## src/rtl/adder_pkg.sv

```systemverilog
// Shared types and elaboration helpers for the pipelined adder tree.
//   tag_t       : per-stage side-band {valid, acc, last} travelling with the data
//   tree_levels : number of pairwise reduction levels for a given operand count
//   level_count : number of partial sums held after k reduction levels
package adder_pkg;

   typedef struct packed {
      logic valid;
      logic acc;
      logic last;
   } tag_t;

   // $clog2 with a single operand needing no reduction level
   function automatic int unsigned tree_levels(input int unsigned size);
      return (size <= 32'd1) ? 32'd0 : 32'($clog2(size));
   endfunction

   // ceil(size / 2^k)
   function automatic int unsigned level_count(input int unsigned size, input int unsigned k);
      return (size + (32'd1 << k) - 32'd1) >> k;
   endfunction

endpackage

```

## src/rtl/adder_tree_stage.sv

```systemverilog
// One registered pairwise reduction level of the adder tree.
//   clk, rst_n : clock, async active-low reset
//   en         : load enable (pipeline advance)
//   in_tag     : valid/acc/last of the incoming level, passed through
//   in_data    : IN_COUNT packed elements of IN_WIDTH bits
//   out_tag    : registered tag
//   out_data   : ceil(IN_COUNT/2) packed sums of IN_WIDTH+1 bits
module adder_tree_stage
   import adder_pkg::*;
#(
   parameter int unsigned IN_COUNT = 2,
   parameter int unsigned IN_WIDTH = 4,
   parameter int unsigned SIGNED   = 0,
   localparam int unsigned OUT_COUNT = (IN_COUNT + 1) / 2,
   localparam int unsigned OUT_WIDTH = IN_WIDTH + 1
) (
   input  logic                          clk,
   input  logic                          rst_n,
   input  logic                          en,
   input  tag_t                          in_tag,
   input  logic [IN_COUNT*IN_WIDTH-1:0]  in_data,
   output tag_t                          out_tag,
   output logic [OUT_COUNT*OUT_WIDTH-1:0] out_data
);

   logic [OUT_COUNT*OUT_WIDTH-1:0] sum_c;

   // one-bit growth; sign or zero fill depending on operand type
   function automatic logic [OUT_WIDTH-1:0] ext(input logic [IN_WIDTH-1:0] v);
      return (SIGNED != 0) ? {v[IN_WIDTH-1], v} : {1'b0, v};
   endfunction

   // pair 2j/2j+1; an odd trailing element is only extended, never paired
   for (genvar j = 0; j < OUT_COUNT; j++) begin : g_pair
      if (2 * j + 1 < IN_COUNT) begin : g_add
         assign sum_c[j*OUT_WIDTH +: OUT_WIDTH] =
            ext(in_data[(2*j)*IN_WIDTH +: IN_WIDTH]) + ext(in_data[(2*j+1)*IN_WIDTH +: IN_WIDTH]);
      end else begin : g_pass
         assign sum_c[j*OUT_WIDTH +: OUT_WIDTH] = ext(in_data[(2*j)*IN_WIDTH +: IN_WIDTH]);
      end
   end

   // level register; holds while the pipe is stalled
   always_ff @(posedge clk or negedge rst_n) begin
      if (!rst_n) begin
         out_tag  <= '0;
         out_data <= '0;
      end else if (en) begin
         out_tag  <= in_tag;
         out_data <= sum_c;
      end
   end

endmodule

```

## src/rtl/pipelined_adder_tree.sv

```systemverilog
// Pipelined SIZE-operand adder tree with valid/ready handshake and packet accumulation.
//   clk, rst_n          : clock, async active-low reset
//   in_valid / in_ready : input handshake (in_ready is combinational)
//   inputs              : SIZE packed operands of DATA_WIDTH bits
//   in_acc, in_last     : beat belongs to an accumulation packet / closes it
//   out_valid/out_ready : output handshake
//   out_sum, out_ovf    : result and accumulation overflow flag
module pipelined_adder_tree
   import adder_pkg::*;
#(
   parameter int unsigned SIZE       = 4,
   parameter int unsigned DATA_WIDTH = 4,
   parameter int unsigned SIGNED     = 0,
   parameter int unsigned ACC_EXTRA  = 8,
   localparam int unsigned LEVELS     = tree_levels(SIZE),
   localparam int unsigned TREE_WIDTH = DATA_WIDTH + LEVELS,
   localparam int unsigned ACC_WIDTH  = TREE_WIDTH + ACC_EXTRA
) (
   input  logic                         clk,
   input  logic                         rst_n,
   input  logic                         in_valid,
   output logic                         in_ready,
   input  logic [SIZE*DATA_WIDTH-1:0]   inputs,
   input  logic                         in_acc,
   input  logic                         in_last,
   output logic                         out_valid,
   input  logic                         out_ready,
   output logic [ACC_WIDTH-1:0]         out_sum,
   output logic                         out_ovf
);

   logic                  advance;
   logic [TREE_WIDTH-1:0] tree;
   tag_t                  fin;
   logic [ACC_WIDTH-1:0]  tree_ext;
   logic [ACC_WIDTH-1:0]  acc_reg;
   logic                  acc_ovf;
   logic [ACC_WIDTH:0]    wide;
   logic [ACC_WIDTH-1:0]  sum;
   logic                  add_ovf;

   // whole pipe moves together; a held result freezes every stage
   assign advance  = !out_valid || out_ready;
   assign in_ready = advance;

   // level 0 registers raw operands; level k reduces level k-1
   for (genvar k = 0; k <= LEVELS; k++) begin : g_lvl
      localparam int unsigned CNT = level_count(SIZE, k);
      localparam int unsigned W   = DATA_WIDTH + k;
      logic [CNT*W-1:0] data;
      tag_t             tag;
      if (k == 0) begin : g_in
         always_ff @(posedge clk or negedge rst_n) begin
            if (!rst_n) begin
               tag  <= '0;
               data <= '0;
            end else if (advance) begin
               tag.valid <= in_valid;
               tag.acc   <= in_acc;
               tag.last  <= in_last;
               data      <= inputs;
            end
         end
      end else begin : g_red
         adder_tree_stage #(
            .IN_COUNT (level_count(SIZE, k - 1)),
            .IN_WIDTH (DATA_WIDTH + k - 1),
            .SIGNED   (SIGNED)
         ) u_stage (
            .clk      (clk),
            .rst_n    (rst_n),
            .en       (advance),
            .in_tag   (g_lvl[k-1].tag),
            .in_data  (g_lvl[k-1].data),
            .out_tag  (tag),
            .out_data (data)
         );
      end
   end

   assign tree = g_lvl[LEVELS].data;
   assign fin  = g_lvl[LEVELS].tag;

   // extend tree result to accumulator width
   always_comb begin
      tree_ext = ACC_WIDTH'(tree);
      if (SIGNED != 0) begin
         tree_ext = ACC_WIDTH'($signed(tree));
      end
   end

   // accumulator add with carry-out / signed overflow detection
   assign wide    = {1'b0, acc_reg} + {1'b0, tree_ext};
   assign sum     = wide[ACC_WIDTH-1:0];
   assign add_ovf = (SIGNED != 0)
                  ? ((acc_reg[ACC_WIDTH-1] == tree_ext[ACC_WIDTH-1]) && (sum[ACC_WIDTH-1] != acc_reg[ACC_WIDTH-1]))
                  : wide[ACC_WIDTH];

   // output / accumulator stage
   always_ff @(posedge clk or negedge rst_n) begin
      if (!rst_n) begin
         out_valid <= 1'b0;
         out_sum   <= '0;
         out_ovf   <= 1'b0;
         acc_reg   <= '0;
         acc_ovf   <= 1'b0;
      end else if (advance) begin
         out_valid <= 1'b0;
         if (fin.valid) begin
            if (!fin.acc) begin
               out_valid <= 1'b1;
               out_sum   <= tree_ext;
               out_ovf   <= 1'b0;
            end else if (!fin.last) begin
               acc_reg <= sum;
               acc_ovf <= acc_ovf | add_ovf;
            end else begin
               out_valid <= 1'b1;
               out_sum   <= sum;
               out_ovf   <= acc_ovf | add_ovf;
               acc_reg   <= '0;
               acc_ovf   <= 1'b0;
            end
         end
      end
   end

endmodule

```

## config.mk

```make
export PLATFORM = sky130hd
export DESIGN_NAME = pipelined_adder_tree
export DESIGN_NICKNAME = d
export VERILOG_FILES = /design/src/rtl/adder_pkg.sv /design/src/rtl/adder_tree_stage.sv /design/src/rtl/pipelined_adder_tree.sv
export SDC_FILE = /design/constraint.sdc
export NUM_CORES = 1
export LEC_CHECK = 0
export ABC_AREA = 0
export BUFFER_PORTS_ARGS = -buffer_cell sky130_fd_sc_hd__clkbuf_2
export CORE_UTILIZATION = 50
export DETAILED_ROUTE_END_ITERATION = 7
export GPL_TIMING_DRIVEN = 0
export PLACE_DENSITY = 0.67
export SETUP_SLACK_MARGIN = 0.05
export SLEW_MARGIN = 30
export SYNTH_ARGS = -nofsm -noshare
export SYNTH_HDL_FRONTEND = slang
export SYNTH_HIERARCHICAL = 1
export SYNTH_SLANG_ARGS = --single-unit
```

## constraint.sdc

```tcl
create_clock -name clk -period 2.35 [get_ports clk]
set_input_delay 0.3525 -clock clk [delete_from_list [all_inputs] [get_ports clk]]
set_output_delay 0.3525 -clock clk [all_outputs]
set_load 0.005 [all_outputs]
```

; ---- After elaboration in Yosys (flattened, before gate mapping)
; Index checks and enable logic that the tools add are counted.
[totals]
ff_bits = 72
in_bits = 22
output_inout_bits = 17
word_cells = 36
[classes]
n_addsub = 4
eq_ne = 1
muxes = 9
n_bitwise = 1
reduce_logical = 4
[op_table]
columns = op, count
row1 = $mux W14, 3
row2 = $add A14 B6 Y15, 1
row3 = $add A4 B4 Y5, 2
row4 = $add A5 B5 Y6, 1
row5 = $mux W1, 6
row6 = $reduce_and A3 Y1, 2
row7 = $ne A2 B2 Y1 const B, 1
row8 = $logic_not A1 Y1, 1
row9 = $logic_or A1 B1 Y1, 1
row10 = $or A1 B1 Y1, 1

; ---- Longest topological paths before layout
[logic_depth]
ltp_word = 4
mapped_depth = 8
ltp_nobuf = 8

; ---- By module
; The synthesis kept the hierarchy.
[modules_own_cells]
columns = module, n_inst, cells_per_inst, area_per_inst_um2
row1 = pipelined_adder_tree, 1, 260, 2463.6
row2 = adder_tree_stage (g_lvl[1].g_red.u_stage), 1, 70, 819.5
row3 = adder_tree_stage (g_lvl[2].g_red.u_stage), 1, 42, 530.5

; ---- Worst setup path before layout
; OpenSTA, ideal clock, no wires.
[synth_timing]
kind = register to register
start = reg acc_reg[0]
end = reg acc_reg[10]
setup_time_ns = 0.118
arrival_time_ns = 1.824
slack_ns = 0.408
stages_incl_launch_ff = 9
n_path_buf = 0
period_less_slack_ns = 1.942
cell_sequence = dfrtp_1 ha_1 inv_1 fa_1 nor2b_4 o31a_4 o311a_1 nor3b_1 a21o_1
[synth_via]
elab_chain_cells = 2
[synth_rtl]
columns = item, line
row1 = "start, declared", pipelined_adder_tree.sv:36  ; logic [ACC_WIDTH-1:0] acc_reg;
row2 = "start signal, assigned", pipelined_adder_tree.sv:115  ; acc_reg <= sum;
row3 = $add A14 B6 Y15, pipelined_adder_tree.sv:93  ; assign wide = {1'b0, acc_reg} + {1'b0, tree_ext};
row4 = $mux W14, pipelined_adder_tree.sv:114  ; end else if (!fin.last) begin
; No other way between the ends.
; A chain may end at the register's enable or synchronous reset.

; ---- Worst setup path after layout
[layout_timing]
start = reg g_lvl[2].g_red.u_stage.out_data[0]
end = reg out_sum[6]
[layout_via]
elab_chain_cells = 3
[layout_rtl]
columns = item, line
row1 = "start, declared", adder_tree_stage.sv:23  ; output logic [OUT_COUNT*OUT_WIDTH-1:0] out_data
row2 = "start signal, assigned", adder_tree_stage.sv:50  ; out_data <= sum_c;
row3 = $add A14 B6 Y15, pipelined_adder_tree.sv:93
row4 = $mux W14, pipelined_adder_tree.sv:114
row5 = $mux W14, pipelined_adder_tree.sv:110  ; if (!fin.acc) begin
row6 = "end signal, assigned", pipelined_adder_tree.sv:112  ; out_sum <= tree_ext;
row7 = "end signal, assigned", pipelined_adder_tree.sv:119  ; out_sum <= sum;
row8 = "end, declared", pipelined_adder_tree.sv:28  ; output logic [ACC_WIDTH-1:0] out_sum,
; No other way between the ends. The select of a mux whose other input is x is not followed.

==> impl.org <==
** Global routing
- The number of global-route vias before repair is ~2600.
- Global routing finished with a remaining overflow of 0.
- Largest net degree at the start of global routing :: 73
- Met1 track utilization from global routing :: 24.7%
- Wire length of the first global-routing pass :: 12300 um
- In the global route stage, met3 resource usage came out at 4.99%.
- The initial antenna violation count came to 0.
- In this run the most used layer during global routing was met2.
- Global routing consumed, on the met2 layer, 35.9% of the routing resources.
- Aggregate global-route resource usage :: 20.8%

** Clock network
- No sink is reached through more buffers than the 2 on the longest clock path.
- In this run the number of H-tree levels came out at 3.
- Clock tree from TritonCTS :: built
- TritonCTS created 9 clock buffers.
- The cell sitting at the root of the clock tree is a sky130_fd_sc_hd__clkbuf_8.
- Sinks on Clock Net :: just over 70
- Skew-Pair Late Insertion Delay :: 0.35 ns
- After clock tree synthesis, the repair step resized 0 gates.
- Clock Pin Slew Worst Setup and Hold Paths :: 0.08 ns

** Routing
- The first TritonRoute pass finished after 4 iterations.
- After detailed routing, the total wire length is 7360 um.
- Dividing the detail-routed wire length by the instance count gives 14.0 um.
- The routed layout has 2784 vias.
- Number of routed nets with antenna violations :: 0
- After the first detailed-routing iteration, the DRC count stood at 82.
- Using the TritonRoute via totals, the vias-per-cell ratio works out to 5.31.
- For this run, design rule violations remaining after detail routing come to 0.

** Pwr
- The clock network is responsible for between 10% and 20% of the overall power.
- Registers are responsible for between 30% and 40% of the overall power.
- Standby leakage power :: 2.12 nW
- Sw Share :: around 38%
- Peak ir drop on the vdd network :: 0.594 mV
- In this run the power spent charging and discharging nets is 2.23 mW.
- In this run, the combinational gates consume 46.4% of the power.
- Internal cell power :: 3.58 mW
- Pwr dens :: 1340 nW/um^2
- Total Power :: 5.81 mW

** STA
- Crit path time final :: 2.09 ns
- Setup repair after global routing missed its margin :: no
- The number of max-slew violations in the final report was 0.
- Timing would allow up to 479 MHz.
- Final critical-path share of the clock period :: 88.8%
- Setup violations remaining at the end of the flow were counted as 0.
- Number of hold violations in the final report :: 8
- Final worst-path setup slack :: 0.263 ns
- Max-Slew Margin vs Limit :: 62.2%
- Setup total negative slack on the finished layout was measured at 0 ns.
- Across the routed clock network, the largest skew measured is 0.0125 ns.
- On the final layout, the worst hold slack is -0.00212 ns.
- At the pin with the least slew margin, the transition time is between 0.5 and 0.6 ns.

** Logic synthesis
- Top cell types by occurrence after synthesis :: 84 x sky130_fd_sc_hd__nand2_1, 72 x sky130_fd_sc_hd__dfrtp_1, 20 x sky130_fd_sc_hd__o21ai_0
- The mapped netlist covers 3810 um^2.
- Sorting the synthesized cells by area gives the leading types as sky130_fd_sc_hd__dfrtp_1 47%, sky130_fd_sc_hd__nand2_1 8.3%, sky130_fd_sc_hd__ha_1 6.2%, sky130_fd_sc_hd__mux2_2 3.0%, sky130_fd_sc_hd__o21ai_0 2.6%.
- The average instance in the mapped netlist occupies 10.3 um^2.
- The most used flip-flop cell after synthesis is sky130_fd_sc_hd__dfrtp_1.
- In this run the biggest area consumer among cell types represents 47.2% of the synthesized area.
- The cell count after synthesis came out at 372.
- Number of flops mapped to enable cells by yosys :: 0
- After synthesis, the share of flip-flops with an asynchronous set or reset is 100%.
- Counting flops and latches in the post-synthesis netlist gives 72.
- Of all cell types, the one taking the most synthesized area is sky130_fd_sc_hd__dfrtp_1.
- Post-synthesis cell type count :: 58
- Yosys instantiated no cell more often than sky130_fd_sc_hd__nand2_1.
- Part of the Yosys area used for sequential elements :: between 40% and 50%
- For this run, the number of Yosys warnings is 6.
- Syn nets :: between 400 and 500

** Die
- The die covers 7980 um^2.
- The initial utilization of the core area, before any placement, comes to a little over half.
- Measured along the x axis, the die boundary spans slightly below 90 um.
- The initialized floorplan defines 31 standard-cell rows.
- The die is 89.3 um tall.
- Io pins :: 39
- The floorplan step defined a core boundary enclosing about 7300 um^2.

** Setup path
- Required time of the critical path :: 2.61 ns
- Highest-delay cell along the critical path :: sky130_fd_sc_hd__dfrtp_1
- Worst setup SP type :: flip-flop
- Grouping stages by cell kind, the critical path spends the most delay in compound AO/OA/AOI/OAI gates.
- Of all nets on the critical path, the largest fanout is 6.
- Walking the worst path, the cells encountered are ha_1 > inv_1 > fa_1 > nor2b_4 > o31a_4 > o31a_1 > xnor2_1 > o31ai_1.
- Crit path buffers/inverters :: 1
- In this design, the stage delay of the slowest critical-path cell is 0.41 ns.
- The setup path with the least slack is of type reg -> reg.
- Crit path capture type :: flip-flop
- Crit path arrival time :: roughly 2.3 ns

** Final layout
- In the final layout, the registers with the most flip-flops are g_lvl.data x16, g_lvl.g_red.u_stage/out_data x16.
- Reg area :: 1800 um^2
- Fraction of layout instances using a drive strength above 1 :: 20.2%
- In the final layout, the multi-input gates occupy 1850 um^2.
- Final Cell Area :: 4350 um^2
- Synthesis-to-layout area growth :: 14.0%
- For this run, the post-layout net count is roughly 470.
- 0 antenna diodes ended up in the layout.
- Number of filler cells placed in the layout :: 653

** Placed design
- The congestion estimate from routability-driven global placement came to 0.813.
- Port buffering added 38 buffers.
- Worst slack at placement :: 0.227 ns
- Post-DP HPWL :: 5350 um
- Summing all placed instances gives a cell area of 4140 um^2.

** Hold path
- Hold crit path type :: in -> async

** Outcome
- Status :: complete, but fails checks
- The final reports fail on negative hold slack.

** Run
- The tool flagged a number of max-cap violations equal to 0.
==> cells by family (layout without fill, tap and decap cells) <==
logic type	count (synthesis)	in the layout	share of synthesized area [%]
adder cells (fa/ha/maj)	23	23	8.33
multiplexers	19	19	5.38
AO/OA/AOI/OAI	75	75	14.0
flip-flops	72	72	47.2
buffers and inverters	32	85	4.20
XOR/XNOR	14	14	3.22
AND/OR/NAND/NOR	137	137	17.6
==> layout by cell type (no fill, tap or decap), drive strengths merged, types with 5 or more instances in the layout <==
cell / instances
o21ai: 26
clkbuf: 56
xnor2: 10
nand2: 85
nand3: 6
and3: 5
a21oi: 8
mux2: 12
buf: 8
a21o: 6
inv: 18
mux2i: 7
o211ai: 6
ha: 19
o31ai: 9
nor2: 8
dfrtp: 72
==> repair_timing <==
action	CTS	global route
endpoints found under the setup margin	1	0
hold buffers	0	0
buffers inserted	0	0
==> layer usage <==
metal	vias to the layer above	routed length, um	part of all wire [%]
met5	-	0	0
met4	0	120	1.6
met3	8	216	2.9
met2	48	3640	50
met1	1331	3370	46
li1	1397	-	-
==> power groups by stage <==
stage | combinational [mW] | sequential [mW] | clock, mW
global route | 3.04 | 2.10 | 1.16
detailed placement | 2.70 | 2.06 | 0
finish | 2.70 | 2.03 | 1.08
floorplan | 2.09 | 1.96 | 0
global placement | 2.61 | 2.04 | 0
CTS | 2.72 | 2.04 | 1.10
==> area by class of cell <==
type	instances	share of cell area [%]
flip-flops and latches	72	41.5
inverters	18	1.55
multi-input cells	268	42.6
clock buffers	13	3.43
well taps	99	2.85
repair buffers	38	4.58
clock inverters	3	1.50
plain buffers	13	2.04
==> path summary, 6_finish.rpt <==
check,from,cells after the start,end,slack [ns]
setup / recovery,g_lvl[2].g_red.u_stage/out_data[0],8,out_sum[6],0.26
hold / removal,rst_n,1,g_lvl[2].g_red.u_stage/out_data[1],-0.002
setup reg to reg,g_lvl[2].g_red.u_stage/out_data[0],8,out_sum[6],0.26
hold reg to reg,g_lvl[0].tag[2],2,g_lvl[0].tag[2],0.47
max in group asynchronous,rst_n,1,g_lvl[1].g_red.u_stage/out_data[1],1.93
min in group clk,inputs[14],3,g_lvl[0].data[14],0.19
==> per-stage QoR <==
step	std cells	util [%]
after floorplan	372	-
after global placement	509	56.3
after detailed placement	509	56.4
after CTS	524	59.3
after global routing	524	59.3
final	524	59.3
Power figures use the tool's default switching activity.
